[src/rtl/multu_hilo_if.sv]
// Bus between the multiply/HI-LO unit and its requester.
//   dataA, dataB : unsigned 32-bit operands, requester -> unit
//   Signal       : 6-bit function code (shared with the ALU funct field)
//   dataOut      : HI or LO readout, unit -> requester
//   busy         : multiply in progress
//   done         : one-cycle completion pulse
interface multu_hilo_if;
  logic [31:0] dataA;
  logic [31:0] dataB;
  logic [5:0]  Signal;
  logic [31:0] dataOut;
  logic        busy;
  logic        done;

  modport master (
    output dataA, dataB, Signal,
    input  dataOut, busy, done
  );

  modport slave (
    input  dataA, dataB, Signal,
    output dataOut, busy, done
  );
endinterface

[src/rtl/multu_hilo.sv]
// Sequential unsigned 32x32 multiplier with HI/LO result registers.
// A MULTU code in IDLE latches the operands and runs 32 shift-add steps;
// the 64-bit result lands in HI/LO on the last step and done pulses for
// one cycle. MFHI/MFLO read HI/LO combinationally at any time; during a
// multiply they still show the previous result.
//   clk   : clock, rising edge
//   reset : synchronous, active-high
//   bus   : multu_hilo_if.slave (dataA, dataB, Signal, dataOut, busy, done)
module multu_hilo #(
  parameter logic [5:0] MULTU = 6'b011001,
  parameter logic [5:0] MFHI  = 6'b010000,
  parameter logic [5:0] MFLO  = 6'b010010
) (
  input  logic          clk,
  input  logic          reset,
  multu_hilo_if.slave   bus
);

  typedef enum logic {IDLE, RUN} stateT;

  stateT       state;
  logic [31:0] multiplicand;
  logic [63:0] product;
  logic [4:0]  counter;
  logic [31:0] hiReg;
  logic [31:0] loReg;
  logic        doneReg;
  logic [63:0] nextProduct;

  // One shift-add step. The sum keeps its 33rd (carry) bit, which shifts
  // into product[63], so no result bit is lost even for all-ones operands.
  function automatic logic [63:0] shiftAddStep(input logic [63:0] prod,
                                               input logic [31:0] mcand);
    logic [32:0] sum;
    if (prod[0]) sum = {1'b0, prod[63:32]} + {1'b0, mcand};
    else         sum = {1'b0, prod[63:32]};
    return {sum, prod[31:1]};
  endfunction

  assign nextProduct = shiftAddStep(product, multiplicand);

  always_ff @(posedge clk) begin
    if (reset) begin
      state        <= IDLE;
      multiplicand <= 32'd0;
      product      <= 64'd0;
      counter      <= 5'd0;
      hiReg        <= 32'd0;
      loReg        <= 32'd0;
      doneReg      <= 1'b0;
    end else begin
      doneReg <= 1'b0;
      case (state)
        IDLE: begin
          if (bus.Signal == MULTU) begin
            state        <= RUN;
            multiplicand <= bus.dataA;
            product      <= {32'd0, bus.dataB};
            counter      <= 5'd0;
          end
        end
        RUN: begin
          // MULTU codes seen here are ignored; the operation runs to completion.
          product <= nextProduct;
          counter <= counter + 5'd1;
          if (counter == 5'd31) begin
            hiReg   <= nextProduct[63:32];
            loReg   <= nextProduct[31:0];
            doneReg <= 1'b1;
            state   <= IDLE;
          end
        end
        default: state <= IDLE;
      endcase
    end
  end

  assign bus.busy    = (state == RUN);
  assign bus.done    = doneReg;
  assign bus.dataOut = (bus.Signal == MFHI) ? hiReg :
                       (bus.Signal == MFLO) ? loReg : 32'd0;

endmodule

[src/flat_wrapper.sv]
// flat-port wrapper written by rule: the top's interface ports become plain ports
module multu_hilo_flat 
#(
  parameter logic [5:0] MULTU = 6'b011001,
  parameter logic [5:0] MFHI  = 6'b010000,
  parameter logic [5:0] MFLO  = 6'b010010
)
  (clk, reset, bus_dataA, bus_dataB, bus_Signal, bus_dataOut, bus_busy, bus_done);
  multu_hilo_if bus_i ();
  input  logic clk;
  input  logic reset;
  input wire logic [$bits(bus_i.dataA)-1:0] bus_dataA;
  input wire logic [$bits(bus_i.dataB)-1:0] bus_dataB;
  input wire logic [$bits(bus_i.Signal)-1:0] bus_Signal;
  output wire logic [$bits(bus_i.dataOut)-1:0] bus_dataOut;
  output wire logic [$bits(bus_i.busy)-1:0] bus_busy;
  output wire logic [$bits(bus_i.done)-1:0] bus_done;
  assign bus_i.dataA = bus_dataA;
  assign bus_i.dataB = bus_dataB;
  assign bus_i.Signal = bus_Signal;
  assign bus_dataOut = bus_i.dataOut;
  assign bus_busy = bus_i.busy;
  assign bus_done = bus_i.done;
  multu_hilo #(.MULTU(MULTU), .MFHI(MFHI), .MFLO(MFLO)) u_core (.clk(clk), .reset(reset), .bus(bus_i));
endmodule
[config.mk]
export PLATFORM = sky130hd
export DESIGN_NAME = multu_hilo_flat
export DESIGN_NICKNAME = d
export VERILOG_FILES = /design/src/rtl/multu_hilo_if.sv /design/src/rtl/multu_hilo.sv /design/src/flat_wrapper.sv
export SDC_FILE = /design/constraint.sdc
export NUM_CORES = 1
export LEC_CHECK = 0
export ABC_AREA = 1
export CORE_ASPECT_RATIO = 1.25
export CORE_MARGIN = 2
export CORE_UTILIZATION = 30
export CTS_CLUSTER_SIZE = 30
export DETAILED_ROUTE_END_ITERATION = 7
export GPL_TIMING_DRIVEN = 0
export PLACE_DENSITY_LB_ADDON = 0.3
export SETUP_SLACK_MARGIN = 0.3
export SYNTH_ARGS = -nofsm -noshare
export SYNTH_HDL_FRONTEND = slang
export SYNTH_SLANG_ARGS = --single-unit
[constraint.sdc]
create_clock -name clk -period 2.6 [get_ports clk]
set_clock_uncertainty 0.15 [all_clocks]
set_input_delay 0.78 -clock clk [delete_from_list [all_inputs] [get_ports clk]]
set_output_delay 0.78 -clock clk [all_outputs]
set_load 0.005 [all_outputs]
==> metrics list, run 1 <==
* Most area-consuming cells after synthesis: sky130_fd_sc_hd__dfxtp_1 36%, sky130_fd_sc_hd__nand2_1 16%, sky130_fd_sc_hd__inv_1 7.1%
* Area used by multi-input combinational logic: 5290 um^2
- Category of the critical setup timing path: input pin to output port
* Fin Hold WS: 331 ps
* Net count after synthesis: between 1000 and 1500
- The first global-routing pass estimated 45.2 mm of wire.
* Failing checks: setup timing
* Total detailed-routing wirelength: 28.4 mm
* Async set or reset register ratio after synthesis: 0%
- Unrepaired setup endpoints after global routing: true
* Run status: finished, violations left
- Gate count of the mapped netlist: 1364
- Post-synthesis share of cell area spent on full adders, half adders and majority gates: approximately 4.8%
- Number of buffers added on ports: 104
- Synthesized area per cell: 6.74 um^2
- Nets: 1604
* Die area: 32100 um^2
* Post-DP HPWL: between 20 and 25 mm
* Total number of placement rows: 71
- Data arrival time of the critical path: 2070 ps
- TritonCTS Buffers: 17
- Dividing the final minimum period by the clock period gives 115%.
- In this run, the number of DRC markers left after iteration 0 of detailed routing was 519.
- Number of primary I/O pins: 106
* Period minus WS final: between 3000 and 4000 ps
- The via count of the first global-routing pass was 8788.
- During synthesis, Yosys emitted a total of 0 warnings.
* Antenna violation net count after detailed routing: 0
- From bottom edge to top edge, the die measures around 200 um.
- Register area share after synthesis: 36.4%
- The total overflow left after global routing is 0.
- Setup violations remaining at the end of the flow were counted as 32.
- Average wire per cell in the routed design: about 15 um
* Gr usage total: 17.9%
- Number of remaining DRC errors: 0
- Hold repair after CTS inserted 0 buffers.
- Top flip-flop cell by instance count after synthesis: sky130_fd_sc_hd__dfxtp_1
* Transition time at the pin with the least slew margin: 699 ps
* Sink count of the clock tree: 167
- Area overhead of the layout relative to synthesis: 28.9%
- After clock tree synthesis, the clock-pin slew on the worst setup and hold paths is ~70 ps.
* Total count of max-transition violations in the final report: 0
- The root buffer cell chosen for the clock tree is sky130_fd_sc_hd__clkbuf_16.
- Area fraction in and, or, nand and nor cells after synthesis: 31.9%
- Maximum number of pins on one net before global-route repair: 17
- By area, the combinational part of the netlist is dominated by simple AND/OR/NAND/NOR gates.
- Ratio of cells with drive above 1 in the final layout: 19.2%
- Routability-driven placement finished with a final weighted congestion of 0.913.
- Measured against its own limit, the worst slew margin works out to a little over half.
- Filler cell count in the final layout: 3095
- Largest vdd supply drop: 0.000442 V
- In this run the power density over the cells is between 400 and 500 nW/um^2.
- Detailed-route via count: 8932
* Compound-cell area share of the yosys netlist: between 10% and 20%
* Vias per std cell: 4.67
* Count of final hold-check violations: 0
- Leaving out fill and tap cells, the most frequent cells in the layout are 383 x sky130_fd_sc_hd__nand2_1, 173 x sky130_fd_sc_hd__inv_1, 159 x sky130_fd_sc_hd__dfxtp_1, 100 x sky130_fd_sc_hd__nor2_1, 82 x sky130_fd_sc_hd__o21ai_0.
- Area occupied by registers: 3350 um^2
* Fraction of synthesized cell area in xor and xnor cells: 1.33%
* Reported max-cap violation count: 0
- Mux contribution to synthesized area: 0.109%
- Number of search-and-repair iterations in the first detailed-routing pass: 5
- Endpoint kind of the worst setup timing path: output port
* Final Util: roughly 39%
- TritonCTS built the clock tree.
- The number of antenna violations at the first check in global routing came to 0.
- Along the worst path, the maximum fanout reaches 7.
- The biggest area contributor in the post-synthesis netlist is sky130_fd_sc_hd__dfxtp_1.
* Maximum root-to-sink buffer count: 2
* Static leakage power: approximately 4.8 nW
- Area of the core region: 30100 um^2
- The top cell type by area accounts for 36.4% of the synthesized area.
* Antenna diode count: 0
* Initial Utilization: 30.5%
- Max Freq: roughly 0.33 GHz
- Data on the critical path is required at its endpoint by 1670 ps.
- The die is about 160 um wide.
- H-Tree Depth: 4
- Number of flops mapped to enable cells by yosys: 0
- Most frequent standard cell in the layout excluding fill and tap cells: sky130_fd_sc_hd__nand2_1
- Counting flops and latches in the post-synthesis netlist gives ~170.
- Post-synthesis instance area: just over 9000 um^2
* Worst min path class: flip-flop to flip-flop
- The worst setup path is launched from an input pin.
- Minimum setup slack in the final design: -400 ps
- The later pin in the worst-skew pair is clocked with a latency of 430 ps.
* Cell variety after synth: 40
## cell usage after synthesis (2+ instances only)
| cell | instances |
|---|---|
| sky130_fd_sc_hd__o21ai_0 | 82 |
| sky130_fd_sc_hd__a21oi_2 | 10 |
| sky130_fd_sc_hd__nor3_2 | 3 |
| sky130_fd_sc_hd__dfxtp_1 | 167 |
| sky130_fd_sc_hd__clkbuf_1 | 39 |
| sky130_fd_sc_hd__inv_2 | 16 |
| sky130_fd_sc_hd__o21bai_1 | 2 |
| sky130_fd_sc_hd__buf_6 | 4 |
| sky130_fd_sc_hd__o21ai_1 | 16 |
| sky130_fd_sc_hd__nand2_1 | 388 |
| sky130_fd_sc_hd__nor2_2 | 6 |
| sky130_fd_sc_hd__a21o_1 | 2 |
| sky130_fd_sc_hd__nand4_1 | 5 |
| sky130_fd_sc_hd__ha_1 | 34 |
| sky130_fd_sc_hd__a31oi_1 | 32 |
| sky130_fd_sc_hd__o22ai_1 | 39 |
| sky130_fd_sc_hd__nor2_1 | 107 |
| sky130_fd_sc_hd__nand2_2 | 18 |
| sky130_fd_sc_hd__or2_2 | 24 |
| sky130_fd_sc_hd__nand3_2 | 25 |
| sky130_fd_sc_hd__xnor2_1 | 14 |
| sky130_fd_sc_hd__or2_0 | 3 |
| sky130_fd_sc_hd__buf_4 | 4 |
| sky130_fd_sc_hd__nand3_1 | 73 |
| sky130_fd_sc_hd__inv_1 | 174 |
| sky130_fd_sc_hd__a21oi_1 | 50 |
| sky130_fd_sc_hd__buf_2 | 14 |
## worst max-delay path, stage by stage
cell	delay (ps)
sky130_fd_sc_hd__buf_6	90
sky130_fd_sc_hd__or2_4	250
sky130_fd_sc_hd__nor2_4	110
sky130_fd_sc_hd__nand3_4	190
sky130_fd_sc_hd__buf_4	200
sky130_fd_sc_hd__buf_6	130
sky130_fd_sc_hd__o22ai_4	160
sky130_fd_sc_hd__buf_2	140
## power breakdown
group | internal, mW | switching [mW]
sequential | 2.57 | 0.00863
clock | 1.47 | 1.15
combinational | 0.131 | 0.123
total | 4.17 | 1.28
## final timing paths
path | from | depth (start not counted) | endpoint | slack [ps]
setup / recovery | bus_Signal[5] | 8 | bus_dataOut[8] | -400
hold / removal | u_core.loReg[0]$_SDFFE_PP0P_ | 2 | u_core.loReg[0]$_SDFFE_PP0P_ | 330
setup reg to reg | u_core.multiplicand[0]$_SDFFE_PP0P_ | 12 | u_core.hiReg[23]$_SDFFE_PP0P_ | 400
hold reg to reg | u_core.loReg[0]$_SDFFE_PP0P_ | 2 | u_core.loReg[0]$_SDFFE_PP0P_ | 330
## repair_timing
action | CTS | global route
gates cloned | 1 | 3
pin swaps | 5 | 7
gates resized for setup | 161 | 89
endpoints found under the setup margin | 165 | 111
buffers inserted | 1 | 5
## kinds of logic after synthesis
logic type | count (synthesis)
and+or+nand+nor | 659
buffers and inverters | 252
adders and majority gates | 35
DFF | 167
muxes | 1
xor gates and xnor gates | 14
AOI/OAI and AO/OA | 236
## layer usage
layer	wire length, um	global-route usage [%]
met5	0	0
met1	12100	20.8
met3	1100	2.84
met2	14500	33.6
met4	714	5.94
## state kept, by name, summed over array words and instances (netlist names)
name	flops
u_core.loReg	32
u_core.bus.busy	1
u_core.product	64
u_core.counter	5
u_core.hiReg	32
u_core.bus.done	1
u_core.multiplicand	32
## metrics by stage
stage                     worst slack [ps]  std cells  power (mW)  instance area [um^2]  TNS (ps)
final                                 -400       1911        5.45                 11800     -9570
after global placement               -1400       1869        2.88                 10800    -66430
after CTS                             -488       1903        5.49                 11700    -13120
after floorplan                       73.9       1364        2.72                  9230         0
after global routing                  -445       1911        5.61                 11800    -11050
after detailed placement             -1390       1869        2.88                 10800    -69160
## final cells by class
cell class | instances | area share [%]
multi-input combinational | 945 | 44.6
tap | 401 | 4.23
sequential | 167 | 28.3
clock buffer | 18 | 3.71
timing repair buffer | 114 | 8.26
inverter | 191 | 6.05
clock inverter | 14 | 1.36
buffer | 61 | 3.48
No activity file was read; power rests on OpenSTA's default activity.
==> inputs of run 2 (changes only) <==
==> constraint.sdc (replaced) <==
create_clock -name clk -period 2.6 [get_ports clk]
set_clock_uncertainty 0.15 [all_clocks]
set_input_delay 0.39 -clock clk [delete_from_list [all_inputs] [get_ports clk]]
set_output_delay 0.39 -clock clk [all_outputs]
set_load 0.005 [all_outputs]
==> metrics list, run 2 (synthesis gave the netlist of run 1 again) <==
* Final sum of negative setup slack: 0 ps
- Post-DP HPWL: 22.3 mm
- In this run the static leakage power is about 4.8 nW.
- Headroom to the max-slew limit came out at 54.6%.
* H-Tree Depth: 4
- Of the total power, the share spent switching nets is a little under a quarter.
- Worst min path class: flip-flop to flip-flop
- At the worst endpoint, the arrival time is roughly 1700 ps.
* Gate power share: under 10%
* Required time at the endpoint of the critical path: 2060 ps
- Max-cap violations in this run came to 0.
- Clock Pin Slew Worst Setup and Hold Paths: 60 ps
- Category of the critical setup timing path: input pin to output port
* Number of search-and-repair iterations in the first detailed-routing pass: 7
- Most frequent standard cell in the layout excluding fill and tap cells: sky130_fd_sc_hd__nand2_1
- The register with the most flip-flops in the layout has 64 of them.
- Hold Path Cell Cnt: 2
- Count of final hold-check violations: 0
- The worst-case IR drop observed on VDD is 0.000472 V.
- The core region is 30100 um^2.
* Average wire per cell in the routed design: 14.9 um
* Hold_buf cts: 0
- The first global-routing pass estimated 45.5 mm of wire.
- Power Internal: roughly 4.2 mW
- In this run the tool buffered the top-level ports with roughly 100 buffer cells.
- Ranked by flip-flop count, first place goes to u_core.product.
- Number of remaining DRC errors: 0
* Antenna violations before repair: 0
- The tree built by TritonCTS fans out to 167 sinks.
- Per report_power, the sequential group accounts for around 47% of the total.
- After detailed routing, the total wire length is between 20 and 30 mm.
- The number of max-slew violations in the final report was 0.
* NetSw: ~1.3 mW
* GRT Residual Overflow: 0
* Max Freq: 0.442 GHz
* Die Y: 200 um
* Run status: completed
- The die covers 32100 um^2.
- In this design, the stage delay of the slowest critical-path cell is 240 ps.
- OpenSTA, run right after detailed placement, puts the worst setup slack at -712 ps.
* Vias in the first global route: around 9000
* Nets: 1602
- Transition time at the pin with the least slew margin: 681 ps
- Setup violations remaining at the end of the flow were counted as 0.
* Slowest stage cell, crit path: sky130_fd_sc_hd__clkbuf_8
- For the worst flop-to-flop path, the logic depth is 12.
* Worst skew pair latency: 440 ps
* Total number of placement rows: 71
- Period minus WS final: around 2300 ps
* Maximum root-to-sink buffer count: 2
* CTS Root Cell: sky130_fd_sc_hd__clkbuf_16
- In this run the remaining antenna-violating nets after routing total 0.
* Gate family responsible for the most delay along the worst path: buffers and inverters
- After the first detailed-routing iteration, the DRC count stood at 431.
- TritonCTS built the clock tree.
- Initial Utilization: approximately 31%
* Share of total power in the clock network: 48.2%
- Unrepaired setup endpoints after global routing: true
- TritonCTS Buffers: 17
- Along the worst path, the maximum fanout reaches 8.
* Power per unit of standard cell area: around 470 nW/um^2
- Crit share post-route: 86.9%
* CP cell instances: buf_2, inv_1, or2_4, nor2_4, nand3_4, clkbuf_8, o22ai_4, clkdlybuf4s15_2
- After detailed routing, the number of vias per cell comes to around 4.6.
* Setup crit start kind: input pin
- The routed layout has 8835 vias.
- Cell count along the critical path: 8
* DIE WIDTH: between 150 and 200 um
- Minimum setup slack in the final design: 339 ps
- Gr usage total: a little under a fifth
- Area overhead of the layout relative to synthesis: 27.8%
- The library cells used most frequently in the layout, excluding fill and tap cells, are 387 x sky130_fd_sc_hd__nand2_1, 174 x sky130_fd_sc_hd__inv_1, 161 x sky130_fd_sc_hd__dfxtp_1, 100 x sky130_fd_sc_hd__nor2_1, 82 x sky130_fd_sc_hd__o21ai_0.
- Maximum number of pins on one net before global-route repair: 17
- Routability congestion estimate: between 0.9 and 1
- Number of primary I/O pins: about 110
* Endpoint kind of the worst setup timing path: output port
* Antenna diode count: 0
- Ratio of cells with drive above 1 in the final layout: 18.2%
* Buffering stage count on the worst path with inverters included: 4
## run 2: changes by cell type in the layout (fill, tap and decap cells not counted), moves of 3 or more
cell	delta
sky130_fd_sc_hd__o22ai_1	+8
sky130_fd_sc_hd__o22ai_2	-7
sky130_fd_sc_hd__buf_2	+5
sky130_fd_sc_hd__buf_6	-4
sky130_fd_sc_hd__nand2_1	+4
sky130_fd_sc_hd__nand2_2	-4
sky130_fd_sc_hd__clkbuf_8	+3
sky130_fd_sc_hd__clkinvlp_4	+3
sky130_fd_sc_hd__ha_2	+3
## run 2: layer usage
| metal | up-vias | GRT usage [%] | share of wire [%] | wire length (um) |
|---|---|---|---|---|
| met4 | 0 | 9.01 | 4.2 | 1210 |
| li1 | 4610 | - | - | - |
| met2 | 189 | 32.6 | 49 | 13900 |
| met3 | 57 | 3.26 | 3.7 | 1060 |
| met5 | - | 0 | 0 | 0 |
| met1 | 3979 | 20.6 | 43 | 12300 |
## run 2: power groups by stage
stage	clock network, mW	logic, mW	registers (mW)
3_3_place_gp	0	0.241	2.63
3_5_place_dp	0	0.242	2.63
5_1_grt	2.79	0.274	2.58
2_1_floorplan	0	0.0903	2.63
4_1_cts	2.67	0.253	2.58
6_report	2.64	0.254	2.58
## run 2: timing repair
item / 4_1_cts / 5_1_grt
pin swaps: 6 / 5
buffers inserted: 4 / 1
setup endpoints to repair: 78 / 105
gates cloned: 3 / 0
gates resized for setup: 201 / 46
## run 2: final cells by class
type | count | area [um^2]
fillers | 3162 | 18400
inverters | 191 | 717
repair buffers | 112 | 977
plain buffers | 61 | 408
multi-input cells | 945 | 5200
clock buffers | 17 | 425
flip-flops and latches | 167 | 3350
clock inverters | 14 | 173
well taps | 401 | 502
## run 2: stage by stage
step	hold slack, ps	util [%]	std cells	instance area [um^2]	total power, mW
after floorplan	291	-	1364	9190	2.72
after global placement	300	35.6	1869	10700	2.88
after detailed placement	305	35.6	1869	10700	2.88
after CTS	321	38.6	1907	11600	5.50
after global routing	341	39.0	1908	11700	5.64
final	318	39.0	1908	11700	5.47
## run 2: worst min-delay path, stage by stage (launching register included)
cell and delay [ps]:
sky130_fd_sc_hd__dfxtp_1 300, sky130_fd_sc_hd__inv_1 60, sky130_fd_sc_hd__o21ai_1 60
## run 2: worst paths after layout
check / slack (ps) / to / from
hold reg to reg: 320 / u_core.hiReg[24]$_SDFFE_PP0P_ / u_core.hiReg[24]$_SDFFE_PP0P_
setup reg to reg: 380 / u_core.product[59]$_SDFFE_PP0P_ / u_core.multiplicand[0]$_SDFFE_PP0P_
hold / removal: 320 / u_core.hiReg[24]$_SDFFE_PP0P_ / u_core.hiReg[24]$_SDFFE_PP0P_
setup / recovery: 340 / bus_dataOut[21] / bus_Signal[4]
==> inputs of run 3 (changes only) <==
RECOVER_POWER = 25   (was not set)
==> metrics list, run 3 (synthesis gave the netlist of run 1 again) <==
* Worst setup slack before clock tree synthesis: -712 ps
- Max-cap violations in this run came to 0.
- Vias in the first global route: between 8000 and 9000
- Top Layer Used: met4
* Crit share post-route: 88.0%
* Max Freq: 0.437 GHz
- Static leakage power: approximately 4.7 nW
- TritonCTS Buffers: 17
- Layout Cells excl Fill: 1908
* GRT Residual Overflow: 0
- Leaving out fill and tap cells, the most frequent cell in the layout is sky130_fd_sc_hd__nand2_1.
- Routability-driven placement finished with a final weighted congestion of 0.913.
- Number of remaining DRC errors: 0
- Per report_power, the combinational group accounts for 4.6% of the total.
- The critical path is of the flip-flop to flip-flop type.
- The worst path meets setup with ~310 ps of slack.
* Antenna violation net count after detailed routing: 0
- Unrepaired setup endpoints after global routing: true
* Hold_buf cts: 0
* Ratio of cells with drive above 1 in the final layout: 17.5%
* Final count of negative-setup-slack endpoints: 0
* Largest vdd supply drop: 0.000470 V
* Area overhead of the layout relative to synthesis: 27.4%
- Total count of max-transition violations in the final report: 0
- At the pin with the least slew margin, the transition time is 698 ps.
- Clock-pin slew was measured on the worst setup and hold paths at 60 ps.
- Antenna diode count: 0
* Number of primary I/O pins: 106
- During placement, the flow inserted port buffers numbering 104.
- In this run the deepest clock path goes through 2 buffers.
* Count of final hold-check violations: 0
- Required time at the endpoint of the critical path: 2770 ps
* CTS Root Cell: sky130_fd_sc_hd__clkbuf_16
- Of all nets on the critical path, the largest fanout is 3.
* First-pass GRT wire length: 45.5 mm
* DIE WIDTH: 161 um
* Worst skew pair latency: 440 ps
- Maximum number of pins on one net before global-route repair: 17
- After detailed routing, the total wire length is 28.4 mm.
- The share of total power dissipated in the clock network is 48.3%.
* Cell area after placement: ~11000 um^2
* Data arrival time of the critical path: 2460 ps
- Die Y: 200 um
* Register bank with the most flops: u_core.product
- The wire-length estimate of the detail-placed layout is 22.3 mm.
- The min-delay analysis places its worst path in the category flip-flop to flip-flop.
- Before antenna repair, the detailed router went through 5 iterations.
- Row generation in the floorplan step produced approximately 70 rows.
* Average wire per cell in the routed design: 14.9 um
- Power, Total: 5.47 mW
- Wire segments on met2 add up to 13.9 mm in the final route.
- Global routing consumed, over all layers together, 18.1% of the routing resources.
- Drt initial violations: 464
- Number of cells in the design after placement: around 1900
- In the routed layout, each cell is associated on average with a via count of 4.63.
- In this run the standard cell core region covers 30100 um^2.
- Period minus WS final: around 2300 ps
- For this design the total switching power over the nets is 1.26 mW.
* Die area: 32100 um^2
- Design area: between 10000 and 15000 um^2
- Share of total power in sequential cells: 47.1%
* Commonest cells after routing, fill and taps aside: 387 x sky130_fd_sc_hd__nand2_1, 175 x sky130_fd_sc_hd__inv_1, 161 x sky130_fd_sc_hd__dfxtp_1, 100 x sky130_fd_sc_hd__nor2_1, 82 x sky130_fd_sc_hd__o21ai_0
- TritonCTS clock tree: yes
* Relative slew slack: 53.5%
* Run status: completed
- For this configuration, the core starts out at a cell density of 30.5%.
* Sink count of the clock tree: 167
- STA classifies the critical path endpoint as a flip-flop.
- Amount of wire on met3 after detailed routing: slightly above 1 mm
* Setup crit start kind: flip-flop
- Dividing total power by cell area gives a power density of 467 nW/um^2.
- Proportion of total power due to net switching: approximately 23%
- Detailed-route via count: slightly below 9000
* Power Internal: 4.21 mW
- H-Tree Depth: 4
- At the end of the flow, the number of nets in the layout was 1602.
* Flip-flop count of the largest register after layout: 64
* Met1 layer wirelength in the final routing: around 12 mm
- Antenna violations before repair: 0
## run 3: power groups by stage
stage          Combinational [mW]  Clock [mW]  Sequential (mW)
6_report                    0.252        2.64             2.58
5_1_grt                     0.273        2.79             2.58
4_1_cts                     0.253        2.67             2.58
3_5_place_dp                0.242           0             2.63
3_3_place_gp                0.241           0             2.63
2_1_floorplan              0.0903           0             2.63
## run 3: critical path: stages (launching register included)
cell and delay, ps:
sky130_fd_sc_hd__dfxtp_2 360, sky130_fd_sc_hd__ha_4 190, sky130_fd_sc_hd__fa_1 450, sky130_fd_sc_hd__nand3_1 110, sky130_fd_sc_hd__nand3_2 110, sky130_fd_sc_hd__nand2_1 100
sky130_fd_sc_hd__nand2_2 100, sky130_fd_sc_hd__nand3_2 110, sky130_fd_sc_hd__nand3_2 90, sky130_fd_sc_hd__nand2_1 70, sky130_fd_sc_hd__nand3_1 130, sky130_fd_sc_hd__nand3_1 120
sky130_fd_sc_hd__o21ai_0 80
## run 3: cell type report
type / instances / area, um^2
tap: 401 / 502
buffer: 61 / 377
inverter: 191 / 717
sequential: 167 / 3350
fill: 3169 / 18400
clock buffer: 17 / 425
clock inverter: 14 / 173
timing repair buffer: 112 / 977
multi-input combinational: 945 / 5190
## run 3: layer usage
layer	up-vias	track usage, %
met5	-	0
met4	0	9.01
met3	57	3.26
met2	181	32.6
met1	3984	20.6
li1	4607	-
## run 3: worst paths after layout
kind                                       start                             to  slack, ps  cells past startpoint
max          u_core.multiplicand[0]$_SDFFE_PP0P_  u_core.hiReg[23]$_SDFFE_PP0P_        310                     12
max reg2reg  u_core.multiplicand[0]$_SDFFE_PP0P_  u_core.hiReg[23]$_SDFFE_PP0P_        310                     12
min reg2reg        u_core.hiReg[24]$_SDFFE_PP0P_  u_core.hiReg[24]$_SDFFE_PP0P_        320                      2
min                u_core.hiReg[24]$_SDFFE_PP0P_  u_core.hiReg[24]$_SDFFE_PP0P_        320                      2
## run 3: timing repair
item,CTS,global route
setup endpoints to repair,78,105
gates cloned,3,0
pin swaps,6,5
gates resized for setup,201,46
setup buffers,4,1
## run 3: stage by stage
step	util [%]	setup TNS, ps	hold slack [ps]
3_5_place_dp	35.6	-18280	305
2_1_floorplan	-	0	291
3_3_place_gp	35.6	-18630	300
4_1_cts	38.6	0	321
6_report	38.9	0	319
5_1_grt	38.9	0	341
